<file path="src/rtl/mem_access_stage.sv">
// MEM stage of the RV32I core: byte-serial loads/stores over the 8-bit memory controller port.
// Optional MEM_MISALIGN_ERR_EN rejects misaligned halfword/word accesses and adds misalign_err_o.
module mem_access_stage #(
   parameter int ADDR_W = 32,
   parameter int DATA_W = 32,
   parameter int CMD_W  = 6
) (
   input  logic              clk_in,
   input  logic              rst_in,
   input  logic              valid_in,
   input  logic [CMD_W-1:0]  cmdtype_in,
   input  logic [ADDR_W-1:0] mem_addr_in,
   input  logic [DATA_W-1:0] store_val_in,
   input  logic [4:0]        rsd_addr_in,
   input  logic [DATA_W-1:0] rsd_data_in,
   input  logic              write_rsd_in,
   output logic              mc_req_o,
   output logic              mc_we_o,
   output logic [ADDR_W-1:0] mc_addr_o,
   output logic [7:0]        mc_wdata_o,
   input  logic              mc_ack_i,
   input  logic [7:0]        mc_rdata_i,
   output logic              stall_mem_o,
   output logic              wb_write_o,
   output logic [4:0]        wb_addr_o,
   output logic [DATA_W-1:0] wb_data_o,
   output logic              mem_forward_id_o,
   output logic [4:0]        mem_forward_addr_o,
   output logic [DATA_W-1:0] mem_forward_data_o,
   output logic              isloading_mem_o
`ifdef MEM_MISALIGN_ERR_EN
   ,
   output logic              misalign_err_o
`endif
);

   // Memory command codes shared with the decoder; all other codes are non-memory ops.
   localparam logic [CMD_W-1:0] CMD_LB  = CMD_W'(11);
   localparam logic [CMD_W-1:0] CMD_LH  = CMD_W'(12);
   localparam logic [CMD_W-1:0] CMD_LW  = CMD_W'(13);
   localparam logic [CMD_W-1:0] CMD_LBU = CMD_W'(14);
   localparam logic [CMD_W-1:0] CMD_LHU = CMD_W'(15);
   localparam logic [CMD_W-1:0] CMD_SB  = CMD_W'(16);
   localparam logic [CMD_W-1:0] CMD_SH  = CMD_W'(17);
   localparam logic [CMD_W-1:0] CMD_SW  = CMD_W'(18);

   typedef enum logic {
      ST_IDLE,
      ST_ACCESS
   } state_t;

   function automatic logic f_is_load(input logic [CMD_W-1:0] c);
      return (c == CMD_LB) || (c == CMD_LH) || (c == CMD_LW) ||
             (c == CMD_LBU) || (c == CMD_LHU);
   endfunction

   function automatic logic f_is_store(input logic [CMD_W-1:0] c);
      return (c == CMD_SB) || (c == CMD_SH) || (c == CMD_SW);
   endfunction

   // Index of the final byte: N-1 for an N-byte access.
   function automatic logic [1:0] f_last_idx(input logic [CMD_W-1:0] c);
      if ((c == CMD_LW) || (c == CMD_SW))
         return 2'd3;
      else if ((c == CMD_LH) || (c == CMD_LHU) || (c == CMD_SH))
         return 2'd1;
      else
         return 2'd0;
   endfunction

   function automatic logic [DATA_W-1:0] f_extend(input logic [CMD_W-1:0] c,
                                                  input logic [31:0]      raw);
      if (c == CMD_LB)
         return {{(DATA_W-8){raw[7]}}, raw[7:0]};
      else if (c == CMD_LBU)
         return {{(DATA_W-8){1'b0}}, raw[7:0]};
      else if (c == CMD_LH)
         return {{(DATA_W-16){raw[15]}}, raw[15:0]};
      else if (c == CMD_LHU)
         return {{(DATA_W-16){1'b0}}, raw[15:0]};
      else
         return DATA_W'(raw);
   endfunction

   state_t              r_state;
   state_t              w_state_nxt;
   logic [CMD_W-1:0]    r_op;
   logic                r_is_load;
   logic                r_is_store;
   logic [1:0]          r_last_idx;
   logic [1:0]          r_cnt;
   logic [ADDR_W-1:0]   r_addr;
   logic [DATA_W-1:0]   r_store;
   logic [4:0]          r_rd;
   logic                r_write_rsd;
   logic [31:0]         r_data;
   logic                r_wb_write;
   logic [4:0]          r_wb_addr;
   logic [DATA_W-1:0]   r_wb_data;

   logic                w_access;
   logic                w_in_mem;
   logic                w_in_load;
   logic                w_misalign;
   logic                w_accept_mem;
   logic                w_last_ack;
   logic [4:0]          w_bit_sel;
   logic [31:0]         w_raw;
   logic [DATA_W-1:0]   w_load_val;

   assign w_access  = (r_state == ST_ACCESS);
   assign w_in_load = f_is_load(cmdtype_in);
   assign w_in_mem  = w_in_load | f_is_store(cmdtype_in);
   assign w_bit_sel = {r_cnt, 3'b000};

`ifdef MEM_MISALIGN_ERR_EN
   assign w_misalign =
      (((cmdtype_in == CMD_LH) || (cmdtype_in == CMD_LHU) || (cmdtype_in == CMD_SH)) &&
       mem_addr_in[0]) ||
      (((cmdtype_in == CMD_LW) || (cmdtype_in == CMD_SW)) && (mem_addr_in[1:0] != 2'b00));
   assign misalign_err_o = ~w_access & valid_in & w_in_mem & w_misalign;
`else
   assign w_misalign = 1'b0;
`endif

   assign w_accept_mem = ~w_access & valid_in & w_in_mem & ~w_misalign;
   // An ack only counts while a byte is actually being requested.
   assign w_last_ack   = w_access & mc_ack_i & (r_cnt == r_last_idx);

   // NOTE: every signal written in always_comb gets a default first, so no path leaves it unassigned and no latch is inferred.
   always_comb begin
      w_raw = r_data;
      w_raw[w_bit_sel +: 8] = mc_rdata_i;
   end

   assign w_load_val = f_extend(r_op, w_raw);

   always_comb begin
      w_state_nxt = r_state;
      unique case (r_state)
         ST_IDLE:   if (w_accept_mem) w_state_nxt = ST_ACCESS;
         ST_ACCESS: if (w_last_ack)   w_state_nxt = ST_IDLE;
         default:   w_state_nxt = ST_IDLE;
      endcase
   end

   // NOTE: sequential state uses non-blocking assignments so every register samples pre-edge values.
   always_ff @(posedge clk_in or negedge rst_in) begin
      if (!rst_in)
         r_state <= ST_IDLE;
      else
         r_state <= w_state_nxt;
   end

   always_ff @(posedge clk_in or negedge rst_in) begin
      if (!rst_in) begin
         r_op        <= '0;
         r_is_load   <= 1'b0;
         r_is_store  <= 1'b0;
         r_last_idx  <= '0;
         r_cnt       <= '0;
         r_addr      <= '0;
         r_store     <= '0;
         r_rd        <= '0;
         r_write_rsd <= 1'b0;
         r_data      <= '0;
      end else if (w_accept_mem) begin
         r_op        <= cmdtype_in;
         r_is_load   <= w_in_load;
         r_is_store  <= ~w_in_load;
         r_last_idx  <= f_last_idx(cmdtype_in);
         r_cnt       <= '0;
         r_addr      <= mem_addr_in;
         r_store     <= store_val_in;
         r_rd        <= rsd_addr_in;
         r_write_rsd <= write_rsd_in;
      end else if (w_access && mc_ack_i) begin
         if (r_is_load)
            r_data[w_bit_sel +: 8] <= mc_rdata_i;
         r_cnt <= r_cnt + 2'd1;
      end
   end

   // MEM/WB latch: ALU results pass straight through, loads land on the last ack.
   always_ff @(posedge clk_in or negedge rst_in) begin
      if (!rst_in) begin
         r_wb_write <= 1'b0;
         r_wb_addr  <= '0;
         r_wb_data  <= '0;
      end else if (w_last_ack) begin
         r_wb_write <= r_is_load & r_write_rsd;
         if (r_is_load) begin
            r_wb_addr <= r_rd;
            r_wb_data <= w_load_val;
         end
      end else if (!w_access && valid_in && !w_in_mem) begin
         r_wb_write <= write_rsd_in;
         r_wb_addr  <= rsd_addr_in;
         r_wb_data  <= rsd_data_in;
      end else begin
         r_wb_write <= 1'b0;
      end
   end

   assign wb_write_o = r_wb_write;
   assign wb_addr_o  = r_wb_addr;
   assign wb_data_o  = r_wb_data;

   assign mc_req_o   = w_access;
   assign mc_we_o    = w_access & r_is_store;
   assign mc_addr_o  = w_access ? (r_addr + ADDR_W'(r_cnt)) : '0;
   assign mc_wdata_o = (w_access && r_is_store) ? r_store[w_bit_sel +: 8] : 8'h00;

   assign stall_mem_o     = w_accept_mem | (w_access & ~w_last_ack);
   assign isloading_mem_o = (w_accept_mem & w_in_load) | (w_access & r_is_load & ~w_last_ack);

   always_comb begin
      mem_forward_id_o   = 1'b0;
      mem_forward_addr_o = '0;
      mem_forward_data_o = '0;
      if (!w_access && valid_in && !w_in_load && write_rsd_in) begin
         mem_forward_id_o   = 1'b1;
         mem_forward_addr_o = rsd_addr_in;
         mem_forward_data_o = rsd_data_in;
      end else if (w_last_ack && r_is_load) begin
         mem_forward_id_o   = r_write_rsd;
         mem_forward_addr_o = r_rd;
         mem_forward_data_o = w_load_val;
      end
   end

endmodule

</file>
<file path="config.mk">
export PLATFORM = sky130hd
export DESIGN_NAME = mem_access_stage
export DESIGN_NICKNAME = d
export VERILOG_FILES = /design/src/rtl/mem_access_stage.sv
export SDC_FILE = /design/constraint.sdc
export NUM_CORES = 1
export LEC_CHECK = 0
export ABC_AREA = 1
export BUFFER_PORTS_ARGS = -buffer_cell sky130_fd_sc_hd__buf_4
export CORE_MARGIN = 2
export CORE_UTILIZATION = 45
export CTS_CLUSTER_SIZE = 25
export DETAILED_ROUTE_END_ITERATION = 6
export MAX_ROUTING_LAYER = met4
export PLACE_DENSITY = 0.73
export SYNTH_ARGS = -nofsm -noshare
export SYNTH_HDL_FRONTEND = slang
export SYNTH_SLANG_ARGS = --single-unit
</file>
<file path="constraint.sdc">
create_clock -name clk_in -period 2.7 [get_ports clk_in]
set_clock_uncertainty 0.15 [all_clocks]
set_input_delay 0.135 -clock clk_in [delete_from_list [all_inputs] [get_ports clk_in]]
set_output_delay 0.135 -clock clk_in [all_outputs]
set_load 0.005 [all_outputs]
</file>
==> metrics <==
clock root buffer clkbuf_16; Flop pwr share between 30% and 40%; top cells by area, synth dfrtp_1 (43%), nand2_1 (22%), o21ai_0 (9.2%); Met1 Wirelength 13.2 mm; Synth Area in Compound Gates about an eighth; first-pass GRT wire length approximately 48 mm; area of the multi-input gates 4660 um2; core area around 19000 um2; wire length per cell approximately 16 um; I/O pins 240; Critical Path Fanout Max 12; CP startpoint kind register; Layout Nets 1800; sw frac 41.4%; PwrDens about 960 nW/um2; commonest non-fill, non-tap cell in the layout nand2_1; delay-heaviest family, CP buffers and inverters; via density per instance 5.20; status finished with violations; row count between 50 and 60; Slew headroom 48.8%; Period Utilization, post-route 101%; DRT antenna net count 0; clock-pin slew on the worst setup and hold paths around 0.060 ns; critical path, cell by cell inv_4 -> ha_4 -> inv_2 -> nand4_1 -> o21ai_2 -> nand2_4 -> clkbuf_16 -> nand2_1 -> nand2_1 -> o21ai_0 -> buf_4; VDD IR max about 0.52 mV; Final WS setup -0.0157 ns; clk buf depth 2; clock tree sinks between 150 and 200; fin. max-slew vios 0; layout cells sized above 1 about a quarter; Register Area about 3800 um2; adder-cell share of the synthesized area between 1 and 1.5%; Seq/Total Area, Yosys between 40 and 50%; GR Overflow Total 0; most frequent cells in the layout nand2_1 (481), buf_4 (267), dfrtp_1 (151); Synthesis Warnings 0; Comb power frac about 47%; FILL cells around 1600; Period minus WS final roughly 2.7 ns; Seq cells post-synth ~150; syn avg cell area slightly below 7 um2; DPL Wire Length a little over 20 mm; mux share of post-synthesis cell area 0%; Max-cap violations 0; final setup vio count 2; failing checks setup timing; clock network power share between 20% and 30%; XOR/XNOR Fraction of Synth Area around 1.8%; CP most frequent cell nand2_1; overall die width approximately 140 um; crit path buf inv count 4; die area approximately 21000 um2; met3 wire length about 1.9 mm; Via Count between 10000 and 15000; Yosys top cell by area dfrtp_1; Die Y 145 um; top sig layer met4; Final Hold Viols 0; post-synth top area share 43.1%; PortBufs around 240; TritonRoute pass-1 iters 6; Syn-to-layout area delta 51.1%; syn nets ~1500; vias in the first global route around 9600; CP Capture Type output pin; Global Route Usage Sum a little under a third; Synth Area in Simple Gates 32.3%; hold_ws around 0.015 ns; H-tree levels 4; Worst-Margin Slew 0.767 ns; initial antenna violation count 0; met2 routed WL 15.4 mm; switching power between 5 and 6 mW; total wire length around 31 mm; Post-Syn Instances 1322; clock latency on the worst-skew pair roughly 0.43 ns; path type of the worst setup path register to output pin; maximum clock rate 368 MHz; leakage power slightly below 7 nW; number of remaining DRC errors 0; Routability Congestion between 0.9 and 1; number of DRC markers in iteration 0 about 810; unrepaired setup endpoints after global routing yes; Final Core Density between 60% and 70%; Crit path arrival time around 2.4 ns; CTS tree done; internal power 7.53 mW; distinct cell type count after synthesis 27; largest family of logic cells by synthesized area simple AND/OR/NAND/NOR gates; Mapped Area 8890 um2; Worst path max stage delay 0.43 ns; crit path max-delay cell type dfrtp_2; largest net degree at the start of global routing 80; starting density of the core a little under half; DP Worst Slack around 0.26 ns; TritonCTS buffer count 17; Antenna diodes 0; Hold Path Class primary input to register; Worst Path Required approximately 2.4 ns
==> power by group through the flow <==
stage	clock, mW	combinational (mW)	sequential, mW
global placement	0	4.94	4.16
finish	2.64	5.99	4.23
floorplan	0	3.03	3.97
CTS	2.68	5.35	4.16
global route	2.77	6.67	4.35
detailed placement	0	5.04	4.17
==> registers in the layout (all words and copies together), names as in the netlist <==
register     count
r_addr          32
r_data          32
r_store         32
wb_data_o       32
r_op             6
r_rd             5
wb_addr_o        5
r_cnt            2
r_last_idx       2
mc_req_o         1
r_is_load        1
r_is_store       1
r_write_rsd      1
wb_write_o       1
==> kinds of logic after synthesis <==
kind of cell    Yosys count
flops                   153
xor+xnor                 18
simple gates            725
fa+ha+maj                 8
buf+inv                 205
compound gates          213
==> synth_stat cells <==
cell type  instances
xnor2_1            2
clkbuf_1          43
nand4_1           12
fa_1               1
o21ai_0          164
inv_2              5
buf_2              9
o22ai_1           17
xor2_1            16
buf_1              6
inv_1            137
ha_1               7
or2_2              6
a211oi_1           1
dfrtp_1          153
nor2_1           116
nor3_4             1
nand3_2            1
nand2_2            2
nand3_1           54
a21oi_1           23
buf_6              4
o211ai_1           6
nor3_1            15
a31oi_1            2
nand2_1          518
buf_4              1
==> worst reg2reg max path, cell delays in order, from the launching register on <==
cell and delay [ns]:
dfrtp_2 0.43, buf_4 0.20, xor2_2 0.21, nor3_4 0.09, nand2_4 0.16, nand2_2 0.15, inv_2 0.60, o21ai_0 0.23
==> layer usage <==
metal	up-vias	track usage, %
li1	4843	-
met1	4793	39.2
met2	425	48.3
met3	83	4.83
met4	0	9.56
met5	-	-
==> layout make-up <==
type	count	area share, %
clock inverters	14	1.57
flip-flops and latches	153	28.5
inverters	142	4.11
multi-input cells	964	34.7
clock buffers	18	3.27
repair buffers	394	25.4
well taps	265	2.47
==> stage by stage <==
stage	power [mW]	TNS, ns	std cells	cell area [um2]
after floorplan	7.00	0	1322	8900
after detailed placement	9.20	0	1785	11000
after global routing	13.8	-1.86	1950	13400
after global placement	9.10	0	1785	11000
final	12.9	-0.0270	1950	13400
after CTS	12.2	-0.0224	1933	12900
==> path summary, 6_finish.rpt <==
kind	slack, ns	cells past startpoint	to	startpoint
min	0.02	5	r_data[19]$_DFFE_PN0P_	mc_rdata_i[3]
max	-0.02	11	mem_forward_data_o[11]	r_cnt[1]$_DFFE_PN0P_
max reg2reg	0.31	7	wb_data_o[2]$_DFFE_PN0P_	r_cnt[1]$_DFFE_PN0P_
max in group asynchronous	1.61	3	r_cnt[0]$_DFFE_PN0P_	rst_in
min in group asynchronous	0.10	2	r_addr[23]$_DFFE_PN0P_	rst_in
min reg2reg	0.33	2	wb_data_o[27]$_DFFE_PN0P_	wb_data_o[27]$_DFFE_PN0P_
==> what timing repair did <==
item / 4_1_cts / 5_1_grt
buffers inserted: 4 / 14
cloned: 1 / 3
setup endpoints to repair: 40 / 46
resized for setup: 31 / 134
hold buffers: 111 / 0
endpoints found under the hold margin: 195 / 0
pin swaps: 0 / 15
No activity file was read; power rests on OpenSTA's default activity.
